$ cat config.mk
export PLATFORM = sky130hd
export DESIGN_NAME = rom_port_arbiter
export DESIGN_NICKNAME = d
export VERILOG_FILES = /design/src/rtl/rom_port_arbiter_pkg.sv /design/src/rtl/rom_port_arbiter_rr.sv /design/src/rtl/rom_port_arbiter.sv
export SDC_FILE = /design/constraint.sdc
export NUM_CORES = 1
export LEC_CHECK = 0
export ABC_AREA = 1
export BUFFER_PORTS_ARGS = -buffer_cell sky130_fd_sc_hd__buf_2
export CORE_AREA = 5 5 129 131
export CTS_CLUSTER_DIAMETER = 80
export DETAILED_ROUTE_END_ITERATION = 8
export DIE_AREA = 0 0 134 136
export GPL_ROUTABILITY_DRIVEN = 1
export PLACE_DENSITY = 0.48
export SLEW_MARGIN = 20
export SYNTH_ARGS = -nofsm -noshare
export SYNTH_HDL_FRONTEND = slang
export SYNTH_SLANG_ARGS = --single-unit
$ cat constraint.sdc
create_clock -name clk -period 1.2 [get_ports clk]
set_clock_uncertainty 0.05 [all_clocks]
set_input_delay 0.12 -clock clk [delete_from_list [all_inputs] [get_ports clk]]
set_output_delay 0.12 -clock clk [all_outputs]
set_load 0.01 [all_outputs]
$ cat src/rtl/rom_port_arbiter_pkg.sv
// Shared definitions for the two-port genrom arbiter: FSM state encodings,
// requester port indices and a one-hot helper.
package rom_port_arbiter_pkg;

  typedef enum logic [1:0] {
    ARB_IDLE = 2'd0,
    ARB_WAIT = 2'd1,
    ARB_DONE = 2'd2
  } arb_state_t;

  localparam logic PORT_CPU  = 1'b0;
  localparam logic PORT_HOST = 1'b1;

  function automatic logic [1:0] portOneHot(input logic port);
    return port ? 2'b10 : 2'b01;
  endfunction

endpackage

$ cat src/rtl/rom_port_arbiter_rr.sv
// Two-way round-robin pick: the port granted last loses a simultaneous request;
// after reset the cpu port has priority.
module rr_arbiter2
  import rom_port_arbiter_pkg::*;
(
  input  logic       clk,
  input  logic       reset,
  input  logic [1:0] i_req,
  input  logic       i_update,
  output logic       o_winner,
  output logic       o_any
);

  logic r_last;

  always_comb begin
    o_any = |i_req;
    if (i_req == 2'b11) begin
      o_winner = ~r_last;
    end else begin
      o_winner = i_req[1];
    end
  end

  always_ff @(posedge clk) begin
    if (reset) begin
      r_last <= PORT_HOST;
    end else if (i_update && o_any) begin
      r_last <= o_winner;
    end
  end

endmodule

$ cat src/rtl/rom_port_arbiter.sv
// Shares the genrom read port between the cpu (port 0) and host loader (port 1):
// round-robin pick, one outstanding access, registered grant and response strobes.
module rom_port_arbiter
  import rom_port_arbiter_pkg::*;
#(
  parameter  int MEM_ADDR  = 6,
  parameter  int MEM_EXTRA = 4,
  localparam int AW        = MEM_ADDR + 1,
  localparam int DW        = (2 ** MEM_EXTRA) * 8
) (
  input  logic                 clk,
  input  logic                 reset,
  input  logic                 cpu_req,
  input  logic [AW-1:0]        cpu_addr,
  input  logic [MEM_EXTRA-1:0] cpu_extra,
  input  logic [AW-1:0]        cpu_lower,
  input  logic [AW-1:0]        cpu_upper,
  output logic                 cpu_gnt,
  output logic                 cpu_rsp_valid,
  input  logic                 host_req,
  input  logic [AW-1:0]        host_addr,
  input  logic [MEM_EXTRA-1:0] host_extra,
  input  logic [AW-1:0]        host_lower,
  input  logic [AW-1:0]        host_upper,
  output logic                 host_gnt,
  output logic                 host_rsp_valid,
  output logic [DW-1:0]        rsp_data,
  output logic                 rsp_error,
  output logic [AW-1:0]        mem_addr,
  output logic [MEM_EXTRA-1:0] mem_extra,
  output logic [AW-1:0]        mem_lower,
  output logic [AW-1:0]        mem_upper,
  input  logic [DW-1:0]        mem_data,
  input  logic                 mem_error
);

  arb_state_t           r_state;
  logic [1:0]           r_gnt;
  logic [1:0]           r_rspValid;
  logic                 r_owner;
  logic [AW-1:0]        r_memAddr;
  logic [MEM_EXTRA-1:0] r_memExtra;
  logic [AW-1:0]        r_memLower;
  logic [AW-1:0]        r_memUpper;

  logic w_arbEdge;
  logic w_winner;
  logic w_any;

  assign w_arbEdge = (r_state == ARB_IDLE) || (r_state == ARB_DONE);

  rr_arbiter2 u_rr (
    .clk      (clk),
    .reset    (reset),
    .i_req    ({host_req, cpu_req}),
    .i_update (w_arbEdge),
    .o_winner (w_winner),
    .o_any    (w_any)
  );

  // DONE re-arbitrates directly, so a held request sees one access per two cycles.
  always_ff @(posedge clk) begin
    if (reset) begin
      r_state    <= ARB_IDLE;
      r_gnt      <= 2'b00;
      r_rspValid <= 2'b00;
      r_owner    <= PORT_CPU;
      r_memAddr  <= '0;
      r_memExtra <= '0;
      r_memLower <= '0;
      r_memUpper <= '1;
    end else begin
      r_gnt      <= 2'b00;
      r_rspValid <= 2'b00;
      case (r_state)
        ARB_IDLE, ARB_DONE: begin
          if (w_any) begin
            r_owner <= w_winner;
            r_gnt   <= portOneHot(w_winner);
            r_state <= ARB_WAIT;
            if (w_winner == PORT_HOST) begin
              r_memAddr  <= host_addr;
              r_memExtra <= host_extra;
              r_memLower <= host_lower;
              r_memUpper <= host_upper;
            end else begin
              r_memAddr  <= cpu_addr;
              r_memExtra <= cpu_extra;
              r_memLower <= cpu_lower;
              r_memUpper <= cpu_upper;
            end
          end else begin
            r_state <= ARB_IDLE;
          end
        end
        ARB_WAIT: begin
          r_rspValid <= portOneHot(r_owner);
          r_state    <= ARB_DONE;
        end
        default: r_state <= ARB_IDLE;
      endcase
    end
  end

  assign cpu_gnt        = r_gnt[0];
  assign host_gnt       = r_gnt[1];
  assign cpu_rsp_valid  = r_rspValid[0];
  assign host_rsp_valid = r_rspValid[1];
  assign rsp_data       = mem_data;
  assign rsp_error      = mem_error;
  assign mem_addr       = r_memAddr;
  assign mem_extra      = r_memExtra;
  assign mem_lower      = r_memLower;
  assign mem_upper      = r_memUpper;

endmodule

==> After elaboration in Yosys (flattened, before gate mapping) <==
Index checks and enable logic that the tools add are counted.
{ "totals": {"in_bits": 183, "wordCells": 33, "ff_bits": 33} }
{ "op_classes": {"eq_ne": 3, "bitwise": 4, "n_mux": 9, "reduce_logical": 8} }
{ "ops": {"columns": ["op", "count"], "rows": [
  ["7-bit two-way mux", 3],
  ["2-bit OR reduction", 3],
  ["2-bit equality test (second input constant)", 2],
  ["2-bit two-way mux", 2],
  ["4-bit two-way mux", 1],
  ["1-bit inverter", 4],
  ["2-bit case mux with 2 select lines", 1],
  ["3-bit OR reduction", 1],
  ["2-bit by 1-bit equality test with 1-bit output (second input constant)", 1],
  ["2-bit zero test", 1],
  ["1-bit two-way mux", 2],
  ["2-bit AND reduction", 1],
  ["1-bit logical AND", 1],
  ["1-bit logical OR", 1]
]} }

==> Longest topological paths before layout <==
Gate-level depths: netlist of the first run.
{ "depth": {"word_depth": 4, "ltp_mapped": 7} }

==> Hierarchy <==
Synthesis of the first run repeated with hierarchy kept, for this count alone.
{ "hier_totals": {"cells_unflattened": 357, "area_unflattened_um2": 2595.0} }
{ "modules_own_cells": {"columns": ["mod", "cells_per_inst", "instances", "seq_area_each_um2", "area_each_um2"], "rows": [
  ["rom_port_arbiter", 348, 1, 640.6, 2534.9],
  ["rr_arbiter2", 9, 1, 20.0, 60.1]
]} }

==> Worst setup path after synthesis of the first run <==
No wires, ideal clock.
{ "synth_path": {"kind": "flip-flop to flip-flop", "start": "reg r_state[0]", "end": "reg r_memUpper[0], in the netlist mem_upper[0]", "t_arrival_ns": 0.881, "synth_period_minus_slack_ns": 1.046, "n_path_buf": 2, "path_slack_ns": 0.154, "stages_incl_launch_ff": 7, "required_ns": 1.035, "cell_sequence": "dfxtp_1 > inv_1 > o21ai_2 > buf_6 > buf_8 > a21oi_2 > nand2_1"} }
{ "synth_between": {"elab_chain_len": 3, "word_cells_on_any_way": 4, "classes_between": "eq/ne: 1; reduce/logical: 3"} }
{ "synth_rtl": {"columns": ["item", "line", "rtl"], "rows": [
  ["start: declaration", "rom_port_arbiter.sv:37", "arb_state_t r_state;"],
  ["start signal: assignment", "rom_port_arbiter.sv:64", "r_state <= ARB_IDLE;"],
  ["start signal: assignment", "rom_port_arbiter.sv:80", "r_state <= ARB_WAIT;"],
  ["start signal: assignment", "rom_port_arbiter.sv:93", "r_state <= ARB_IDLE;"],
  ["2-bit equality test or 2-bit zero test (tied branches)", "rom_port_arbiter.sv:75", "case (r_state)"],
  ["2-bit OR reduction (*)", "rom_port_arbiter.sv:75", null],
  ["2-bit AND reduction (no line) (*)", null, null],
  ["end signal: assignment", "rom_port_arbiter.sv:85", "r_memUpper <= host_upper;"],
  ["end signal: assignment", "rom_port_arbiter.sv:90", "r_memUpper <= cpu_upper;"],
  ["end: declaration", "rom_port_arbiter.sv:44", "logic [AW-1:0] r_memUpper;"]
]} }
Mark *: on every way between the ends. The rest lies on a longest branch, timed or not.
A chain may end at the register's enable or synchronous reset.

==> Worst setup path in the final report of the first run <==
{ "layout_path": {"start": "reg u_rr.r_last", "end": "reg r_memExtra[2], in the netlist mem_extra[2]"} }
{ "layout_between": {"elab_chain_len": 3} }
{ "layout_rtl": {"columns": ["item", "line", "rtl"], "rows": [
  ["start: declaration", "rom_port_arbiter_rr.sv:14", "logic r_last;"],
  ["start signal: assignment", "rom_port_arbiter_rr.sv:29", "r_last <= o_winner;"],
  ["1-bit inverter", "rom_port_arbiter_rr.sv:19", "o_winner = ~r_last;"],
  ["1-bit two-way mux", "rom_port_arbiter_rr.sv:18", "if (i_req == 2'b11) begin"],
  ["4-bit two-way mux", "rom_port_arbiter.sv:81", "if (w_winner == PORT_HOST) begin"],
  ["end signal: assignment", "rom_port_arbiter.sv:83", "r_memExtra <= host_extra;"],
  ["end signal: assignment", "rom_port_arbiter.sv:88", "r_memExtra <= cpu_extra;"],
  ["end: declaration", "rom_port_arbiter.sv:42", "logic [MEM_EXTRA-1:0] r_memExtra;"]
]} }
No other way between the ends.

==> results.ini, run 1 <==
[run_status]
status=complete, no violations

[sta]
timing.final.crit_share_pct=92.7
maxSlewViolCount=0
finalSetupTns_ns=0
setup_viol=0
period_needed_ns=1.11
rsz0062_at_grt=false
max_freq_ghz=0.899
hold_viol=0
tightest_slew_ns=0.286
relSlewSlack_pct=80.9

[detailed_routing]
wl_per_cell_um=15.4
route.detailed.drc=0
vias=1954
drt-pass1-iter-count=4
drt_wl_total_mm=8.20
first_iter_violations=71
ant_nets=0
vias_per_cell=3.67

[power_and_ir_drop]
power.density_nw_per_um2=1360
cellLeakagePower_nw=1.33
ir_worst_vdd_uv=464

[logic_synthesis]
yosysUniqueCellTypes=20
synth_nets=570
syn_inst=387
synth_area_um2=2720
seq_area_frac_synth_pct=24.3
synth_warnings=0
ys_seq_elements=33
avgSynthCellArea_um2=7.04

[clocking]
cts-htree-levels=2
cts_buffer_depth=2
postCtsSetupRepairBufs=0
cts-root-buf=clkbuf_16
cts-buffers-inserted=5
postCtsHoldBufs=0
post_cts_resized=0
cts_tree=built
cts.clk_slew.worst_paths_ns=0.06
insertion_delay_ns=0.28
cts.sinks=33

[placed_design]
dp.cells=523
port_buffers=82
hpwl_mm=5.84
placed_area_um2=2410
globalplace.congestion=0.699

[setup_path]
critPathCaptureType=flip-flop
crit_chain=nand2_4, buf_12, a21boi_1, nor2_1, nor2_1
slowest_delay_ns=0.35
slowest_stage=dfxtp_2
crit_top_cell=nor2_1
path_buf_inv=1
worstPathRequired_ns=1.36
path_delay_family=flip-flops
path_class=reg -> reg
startpoint_type=flip-flop
arrival_ns=1.27
reg2reg_slack_ns=0.09
path_max_fanout=22

[global_routing]
antenna_found_initial=0
grt_first_pass_wirelength_mm=11.8
grt_usage_pct=8.42
grt_pass1_vias=2073
grt_max_degree=44
grt_overflow=0

[floorplanning]
die_y_um=136
design.portCount=341
die_area_um2=18200
coreArea_um2=15500
start_util_pct=17.6
row_count=46
die_x_um=134

[finish]
syn2layout_area_growth_pct=-2.62
layout_common_cells=82 x buf_2, 71 x nand2_1, 41 x nor2_1, 31 x dfxtp_1, 30 x inv_1
drive_above_1_share_pct=34.0
finalNonFillerCells=533
final_area_um2=2650
final_nets=523
antennaDiodeCount=0
layout_commonest_cell=buf_2

[flow_run]
drv_cap=0

[worst_hold_path]
hold_class=in -> reg

[through the flow]
| stage | worst slack [ns] | hold slack, ns | total power [mW] | utilization, % |
|---|---|---|---|---|
| 2_1_floorplan | 0.154 | 0.140 | 2.18 | - |
| 5_1_grt | 0.0160 | 0.133 | 3.86 | 17.1 |
| 4_1_cts | 0.0465 | 0.0731 | 3.65 | 16.7 |
| 3_5_place_dp | 0.0600 | 0.190 | 2.06 | 15.5 |
| 3_3_place_gp | 0.0820 | 0.190 | 2.07 | 15.5 |
| 6_report | 0.0874 | 0.0828 | 3.61 | 17.1 |
[Yosys cell counts (all sizes together)]
cell type | n | area (µm²)
nand2 | 74 | 285
nor3 | 1 | 10.0
o21ai | 1 | 8.76
inv | 30 | 113
dfxtp | 33 | 661
a21boi | 18 | 135
clkbuf | 1 | 3.75
a21oi | 8 | 66.3
nand3b | 7 | 52.6
buf | 145 | 1090
nand3 | 26 | 130
nor2 | 43 | 171
[area by class of cell]
class | count | area, µm²
clock buffers | 6 | 139
inverters | 30 | 113
multi-input cells | 178 | 872
fillers | 1771 | 12800
clock inverters | 2 | 37.5
repair buffers | 92 | 587
well taps | 192 | 240
flip-flops and latches | 33 | 663
[flip-flops by register name, summed over array words and instances (netlist names)]
signal,cells
mem_addr,7
mem_lower,7
mem_upper,7
mem_extra,4
r_gnt,2
r_rspValid,2
r_state,2
r_owner,1
u_rr.r_last,1
[power by group]
group,switching (mW),internal (mW),total [mW]
Combinational,0.457,0.360,0.817
Sequential,0.0547,1.20,1.25
Clock,0.502,1.04,1.54
Total,1.01,2.60,3.61
[tightest hold or removal path: stages]
cell and delay (ns):
buf_2 0.07, inv_1 0.03, nand2_1 0.05, nand3_1 0.06, nand2_1 0.06
[cells by family (layout without fill, tap and decap cells)]
| family | after synthesis | after routing | share of synthesized area, % |
|---|---|---|---|
| DFF | 33 | 33 | 24.3 |
| AOI/OAI and AO/OA | 27 | 27 | 7.72 |
| buffers and inverters | 176 | 130 | 44.2 |
| and+or+nand+nor | 151 | 151 | 23.9 |
[final timing paths]
| path | from | endpoint | cells after the start |
|---|---|---|---|
| min reg2reg | r_owner | r_rspValid[0] | 1 |
| min | cpu_upper[4] | mem_upper[4] | 5 |
| max reg2reg | u_rr.r_last | mem_extra[2] | 5 |
| max | u_rr.r_last | mem_extra[2] | 5 |
[routing by layer]
metal | routed length (µm) | global-route usage [%]
met4 | 438 | 5.49
met2 | 3520 | 13.3
met5 | 0 | 0
met3 | 892 | 4.07
met1 | 3350 | 8.97
No activity file was read; power rests on OpenSTA's default activity.
==> run 2, diff against run 1 <==
--- a/config.mk
+++ b/config.mk
@@ -6,13 +6,13 @@
 export NUM_CORES = 1
 export LEC_CHECK = 0
 export ABC_AREA = 1
-export BUFFER_PORTS_ARGS = -buffer_cell sky130_fd_sc_hd__buf_2
-export CORE_AREA = 5 5 129 131
+export CORE_AREA = 5 5 128 130
 export CTS_CLUSTER_DIAMETER = 80
 export DETAILED_ROUTE_END_ITERATION = 8
-export DIE_AREA = 0 0 134 136
+export DIE_AREA = 0 0 133 135
+export DONT_BUFFER_PORTS = 1
 export GPL_ROUTABILITY_DRIVEN = 1
-export PLACE_DENSITY = 0.48
+export PLACE_DENSITY = 0.3
 export SLEW_MARGIN = 20
 export SYNTH_ARGS = -nofsm -noshare
 export SYNTH_HDL_FRONTEND = slang
==> run 2 against run 1 <==
Cell count fell by 16%; count of clock-buffer cells in the layout did not move; die area fell by 1.5%; sequential power rose by 6%; clock power fell by 18%; utilization fell by 2.6 points; highest routed layer unchanged.
==> results.ini, run 2 (same netlist as run 1, synthesis figures left out) <==
[floorplanning]
die_area_um2=18000
die_y_um=135
start_util_pct=18.1
design.portCount=341
coreArea_um2=15000
row_count=45
die_x_um=133

[worst_hold_path]
hold_class=in -> reg

[sta]
rsz0062_at_grt=false
period_needed_ns=1.12
relSlewSlack_pct=61.9
fin_ws_ns=0.0834
setup_viol=0
hold_viol=0
tightest_slew_ns=0.570
maxSlewViolCount=0
timing.final.crit_share_pct=93.0
finalSetupTns_ns=0
hold_slack_ns=0.00624
max_freq_ghz=0.896

[placed_design]
pre_cts_slack_ns=0.0859
globalplace.congestion=0.707
port_buffers=0
hpwl_mm=5.52
dp.cells=438

[power_and_ir_drop]
p_total_mw=3.11
ir_worst_vdd_uv=522
power_frac_clock_pct=40.4
p_comb_share_pct=17.1
sw_frac_of_total_pct=29.3
power_switching_mw=0.912
power_frac_seq_pct=42.5
internal-power_mw=2.20
power.density_nw_per_um2=1430
cellLeakagePower_nw=0.969

[detailed_routing]
first_iter_violations=69
vias_per_cell=3.80
wl_per_cell_um=16.2
drt_wl_total_mm=7.30
vias=1711
route.detailed.drc=0
drt-pass1-iter-count=4
ant_nets=0

[finish]
drive_above_1_share_pct=12.6
finalNonFillerCells=450
layout_common_cells=71 x nand2_1, 41 x nor2_1, 32 x dfxtp_1, 30 x inv_1, 26 x nand3_1
syn2layout_area_growth_pct=-19.9
final_nets=444
antennaDiodeCount=0
layout_commonest_cell=nand2_1

[clocking]
insertion_delay_ns=0.28
cts_buffer_depth=2
cts.clk_slew.worst_paths_ns=0.06
cts_tree=built
cts-root-buf=clkbuf_16
cts-htree-levels=2
cts-buffers-inserted=5
cts.sinks=33

[setup_path]
r2r-start=u_rr.r_last
crit_chain=nand2_2, buf_12, nand3_1, nand2_1, nor2_1, nor2_1
reg2reg_slack_ns=0.08
worstPathRequired_ns=1.32
path_max_fanout=36
crit_path_start=u_rr.r_last
arrival_ns=1.24
worstRegToRegCells=6
reg2reg_to=mem_extra[1]
crit_end=mem_extra[1]
slowest_stage=dfxtp_1
cp_num_cells=6
path_class=reg -> reg
critPathCaptureType=flip-flop
path_delay_family=simple AND/OR/NAND/NOR gates
path_buf_inv=1
slowest_delay_ns=0.35
crit_top_cell=nor2_1
startpoint_type=flip-flop

[global_routing]
grt_first_pass_wirelength_mm=10.1
grt_max_degree=47
grt_pass1_vias=1658
grt_overflow=0
antenna_found_initial=0
grt_usage_pct=7.47

[flow_run]
drv_cap=0

[run_status]
status=complete, no violations

[run 2: through the flow]
step	cell area [µm²]	utilization, %
after floorplan	2720	-
after global placement	1970	13.1
after detailed placement	1970	13.1
after CTS	2130	14.2
after global routing	2180	14.5
final	2180	14.5
[run 2: area by class of cell]
class | count | area (µm²)
fillers | 1736 | 12900
multi-input cells | 178 | 867
flip-flops and latches | 33 | 662
well taps | 188 | 235
repair buffers | 13 | 165
clock buffers | 6 | 129
inverters | 30 | 113
clock inverters | 2 | 10.0
[run 2: per-layer routing]
metal	GRT usage [%]	wire length (µm)
met5	0	0
met4	3.58	202
met3	6.86	1300
met2	11.1	3170
met1	7.04	2630
[run 2: power groups by stage]
stage / Sequential, mW / Combinational, mW / Clock [mW]
floorplan: 1.32 / 0.858 / 0
detailed placement: 1.35 / 0.497 / 0
CTS: 1.33 / 0.512 / 1.31
global route: 1.34 / 0.607 / 1.35
global placement: 1.35 / 0.493 / 0
finish: 1.32 / 0.533 / 1.26
[run 2: tightest hold or removal path, stage by stage]
cell and delay [ns]:
inv_1 0.02, nand2_1 0.05, nand3_1 0.06, nand2_1 0.06
[run 2: timing repair]
item,CTS,global route
buffers inserted,0,0
gates resized for setup,0,3
hold endpoints to repair,11,0
hold buffers,2,0
setup endpoints to repair,0,1
[run 2: how the worst min path moves through the flow]
stage / startpoint / endpoint / slack [ns] / depth (start not counted)
3_3_place_gp: reset / r_owner / 0.14 / 1
4_1_cts: cpu_upper[0] / mem_upper[0] / 0.0002 / 4
5_1_grt: cpu_upper[0] / mem_upper[0] / 0.03 / 4
6_report: cpu_upper[0] / mem_upper[0] / 0.006 / 4
2_1_floorplan: reset / r_gnt[0] / 0.14 / 1
3_5_place_dp: reset / r_gnt[0] / 0.14 / 1
==> run 3, diff against run 2 <==
--- a/config.mk
+++ b/config.mk
@@ -16,4 +16,5 @@
 export SLEW_MARGIN = 20
 export SYNTH_ARGS = -nofsm -noshare
 export SYNTH_HDL_FRONTEND = slang
+export SYNTH_HIERARCHICAL = 1
 export SYNTH_SLANG_ARGS = --single-unit
==> run 3 against run 2 <==
The flow now finishes with violations (hold timing); count of clock-buffer cells in the layout grew 1; sequential share of layout area fell by 3.5 points; combinational power is 5.1% higher; worst hold slack got worse by 0.13 ns; final area increased by 13%; fmax is 4.5% lower; register-to-register slack worse by 0.05 ns; critical endpoint is now mem_lower[6]; highest routed layer unchanged.
==> results.ini, run 3 <==
[run_status]
status=finished with violations
violations=hold timing

[detailed_routing]
first_iter_violations=50
ant_nets=0
route.detailed.drc=0
met1_length_mm=2.58
wl_per_cell_um=17.9
drt_wl_total_mm=8.31
vias_per_cell=3.60
drt-pass1-iter-count=4
wl_met3_mm=1.05
maxUsedRoutingLayer=met4
wl_met2_mm=4.31
vias=1670

[sta]
maxSlewViolCount=0
relSlewSlack_pct=83.7
hold_viol=19
fin_ws_ns=0.0313
rsz0062_at_grt=true
setup_viol=0
finalSetupTns_ns=0
max_freq_ghz=0.856
hold_slack_ns=-0.126
tightest_slew_ns=0.245
timing.final.crit_share_pct=97.4
period_needed_ns=1.17

[floorplanning]
design.portCount=341
row_count=45
die_y_um=135
start_util_pct=17.3
die_x_um=133
coreArea_um2=15000
die_area_um2=18000

[logic_synthesis]
synth_nets=540
syn_inst=357
yosysUniqueCellTypes=19
async_reset_ff_share_pct=0
synth_area_um2=2590
yosys-top-cells-area=buf_4 38%, dfxtp_1 25%, nand2_1 14%
synth_warnings=6
ys_seq_elements=33
yosysMostFrequentCell=buf_4
seq_area_frac_synth_pct=25.5
avgSynthCellArea_um2=7.27
synth_ff_type=dfxtp_1
synth_common_cells=132 x buf_4, 96 x nand2_1, 33 x dfxtp_1, 28 x nand3_1, 20 x nand2_2
synthDominantCellAreaShare_pct=38.2
synth-edff-count=0
yosys.area.top_type=buf_4

[setup_path]
r2r-start=u_rr/r_last
slowest_delay_ns=0.33
critPathCaptureType=flip-flop
path_buf_inv=2
slowest_stage=dfxtp_2
path_max_fanout=7
arrival_ns=1.35
crit_chain=a21boi_4, buf_12, buf_4, nand2_1, nand2_1, nand2_1, nand2_1
path_delay_family=flip-flops
reg2reg_slack_ns=0.03
worstRegToRegCells=7
worstPathRequired_ns=1.38
crit_top_cell=nand2_1
path_class=reg -> reg
startpoint_type=flip-flop
reg2reg_to=mem_lower[6]

[placed_design]
dp.cells=412
globalplace.congestion=0.694
hpwl_mm=5.96
port_buffers=0
pre_cts_slack_ns=-0.0205
placed_area_um2=1800

[finish]
syn2layout_area_growth_pct=-4.92
drive_above_1_share_pct=18.5
layout_commonest_cell=nand2_1
antennaDiodeCount=0
fin_util_pct=16.4
final_nets=458
finalNonFillerCells=464
final_area_um2=2470
layout_common_cells=96 x nand2_1, 37 x dlygate4sd3_1, 32 x dfxtp_1, 28 x nand3_1, 20 x nand2_2

[clocking]
cts-buffers-inserted=5
cts.sinks=33
insertion_delay_ns=0.28
postCtsHoldBufs=37
cts_tree=built
cts.clk_slew.worst_paths_ns=0.06
cts-root-buf=clkbuf_16
cts_buffer_depth=2
cts-htree-levels=2

[global_routing]
grt_max_degree=26
grt_usage_pct=8.22
grt_pass1_vias=1653
grt_first_pass_wirelength_mm=10.8
antenna_found_initial=0
grt_overflow=0

[power_and_ir_drop]
ir_worst_vdd_uv=465
cellLeakagePower_nw=1.17
power.density_nw_per_um2=1380
p_total_mw=3.40

[worst_hold_path]
min_from=reset
hold_class=in -> reg
holdPathStages=2
hold_path_end=mem_upper[0]

[flow_run]
drv_cap=0

==> run 3: changes by cell type in the layout (fill, tap and decap cells not counted), moves of 2 or more <==
cell / before / now
nand2_2: 3 / 20
nor2_1: 41 / 3
nand3_1: 26 / 28
buf_4: 5 / 7
dlygate4sd3_1: 2 / 37
a21boi_1: 15 / 0
a21oi_2: 7 / 0
a21oi_1: 1 / 7
inv_2: 0 / 3
a21boi_0: 3 / 0
nand2_1: 71 / 96
inv_1: 30 / 19
nand3b_1: 7 / 0
clkinv_2: 2 / 0
==> run 3: cells by family after synthesis <==
logic type,share of synthesized area (%)
AO/OA/AOI/OAI,1.83
buffers and inverters,46.5
flip-flops,25.5
AND/OR/NAND/NOR,26.2
==> run 3: cell type report <==
cell class | count | area, µm²
inverters | 23 | 98.8
repair buffers | 50 | 539
repair inverters | 1 | 8.76
multi-input cells | 161 | 751
clock inverters | 1 | 30.0
fillers | 1688 | 12600
clock buffers | 7 | 143
well taps | 188 | 235
flip-flops and latches | 33 | 662
==> run 3: metal layers <==
metal / global-route usage, % / vias to the layer above
met2: 14.2 / 122
met5: 0 / -
met1: 7.00 / 733
met4: 5.54 / 0
li1: - / 783
met3: 5.22 / 32
==> run 3: worst max-delay path by stage <==
stage                        end         from  cells past startpoint
global route         mem_addr[0]  u_rr/r_last                      7
detailed placement  mem_extra[0]  u_rr/r_last                      6
floorplan            mem_addr[0]  u_rr/r_last                      8
global placement     mem_addr[5]  u_rr/r_last                      6
finish              mem_lower[6]  u_rr/r_last                      7
CTS                 mem_upper[3]  u_rr/r_last                      5
==> run 3: repair_timing <==
action,4_1_cts,5_1_grt
buffers inserted,0,4
setup endpoints to repair,12,27
pin swaps,0,2
resized for setup,1,6
endpoints found under the hold margin,28,16
gates cloned,0,3
==> run 3: where the power goes <==
part | internal [mW] | switching (mW)
registers | 1.19 | 0.108
clock network | 1.04 | 0.507
logic | 0.267 | 0.292
total | 2.50 | 0.907
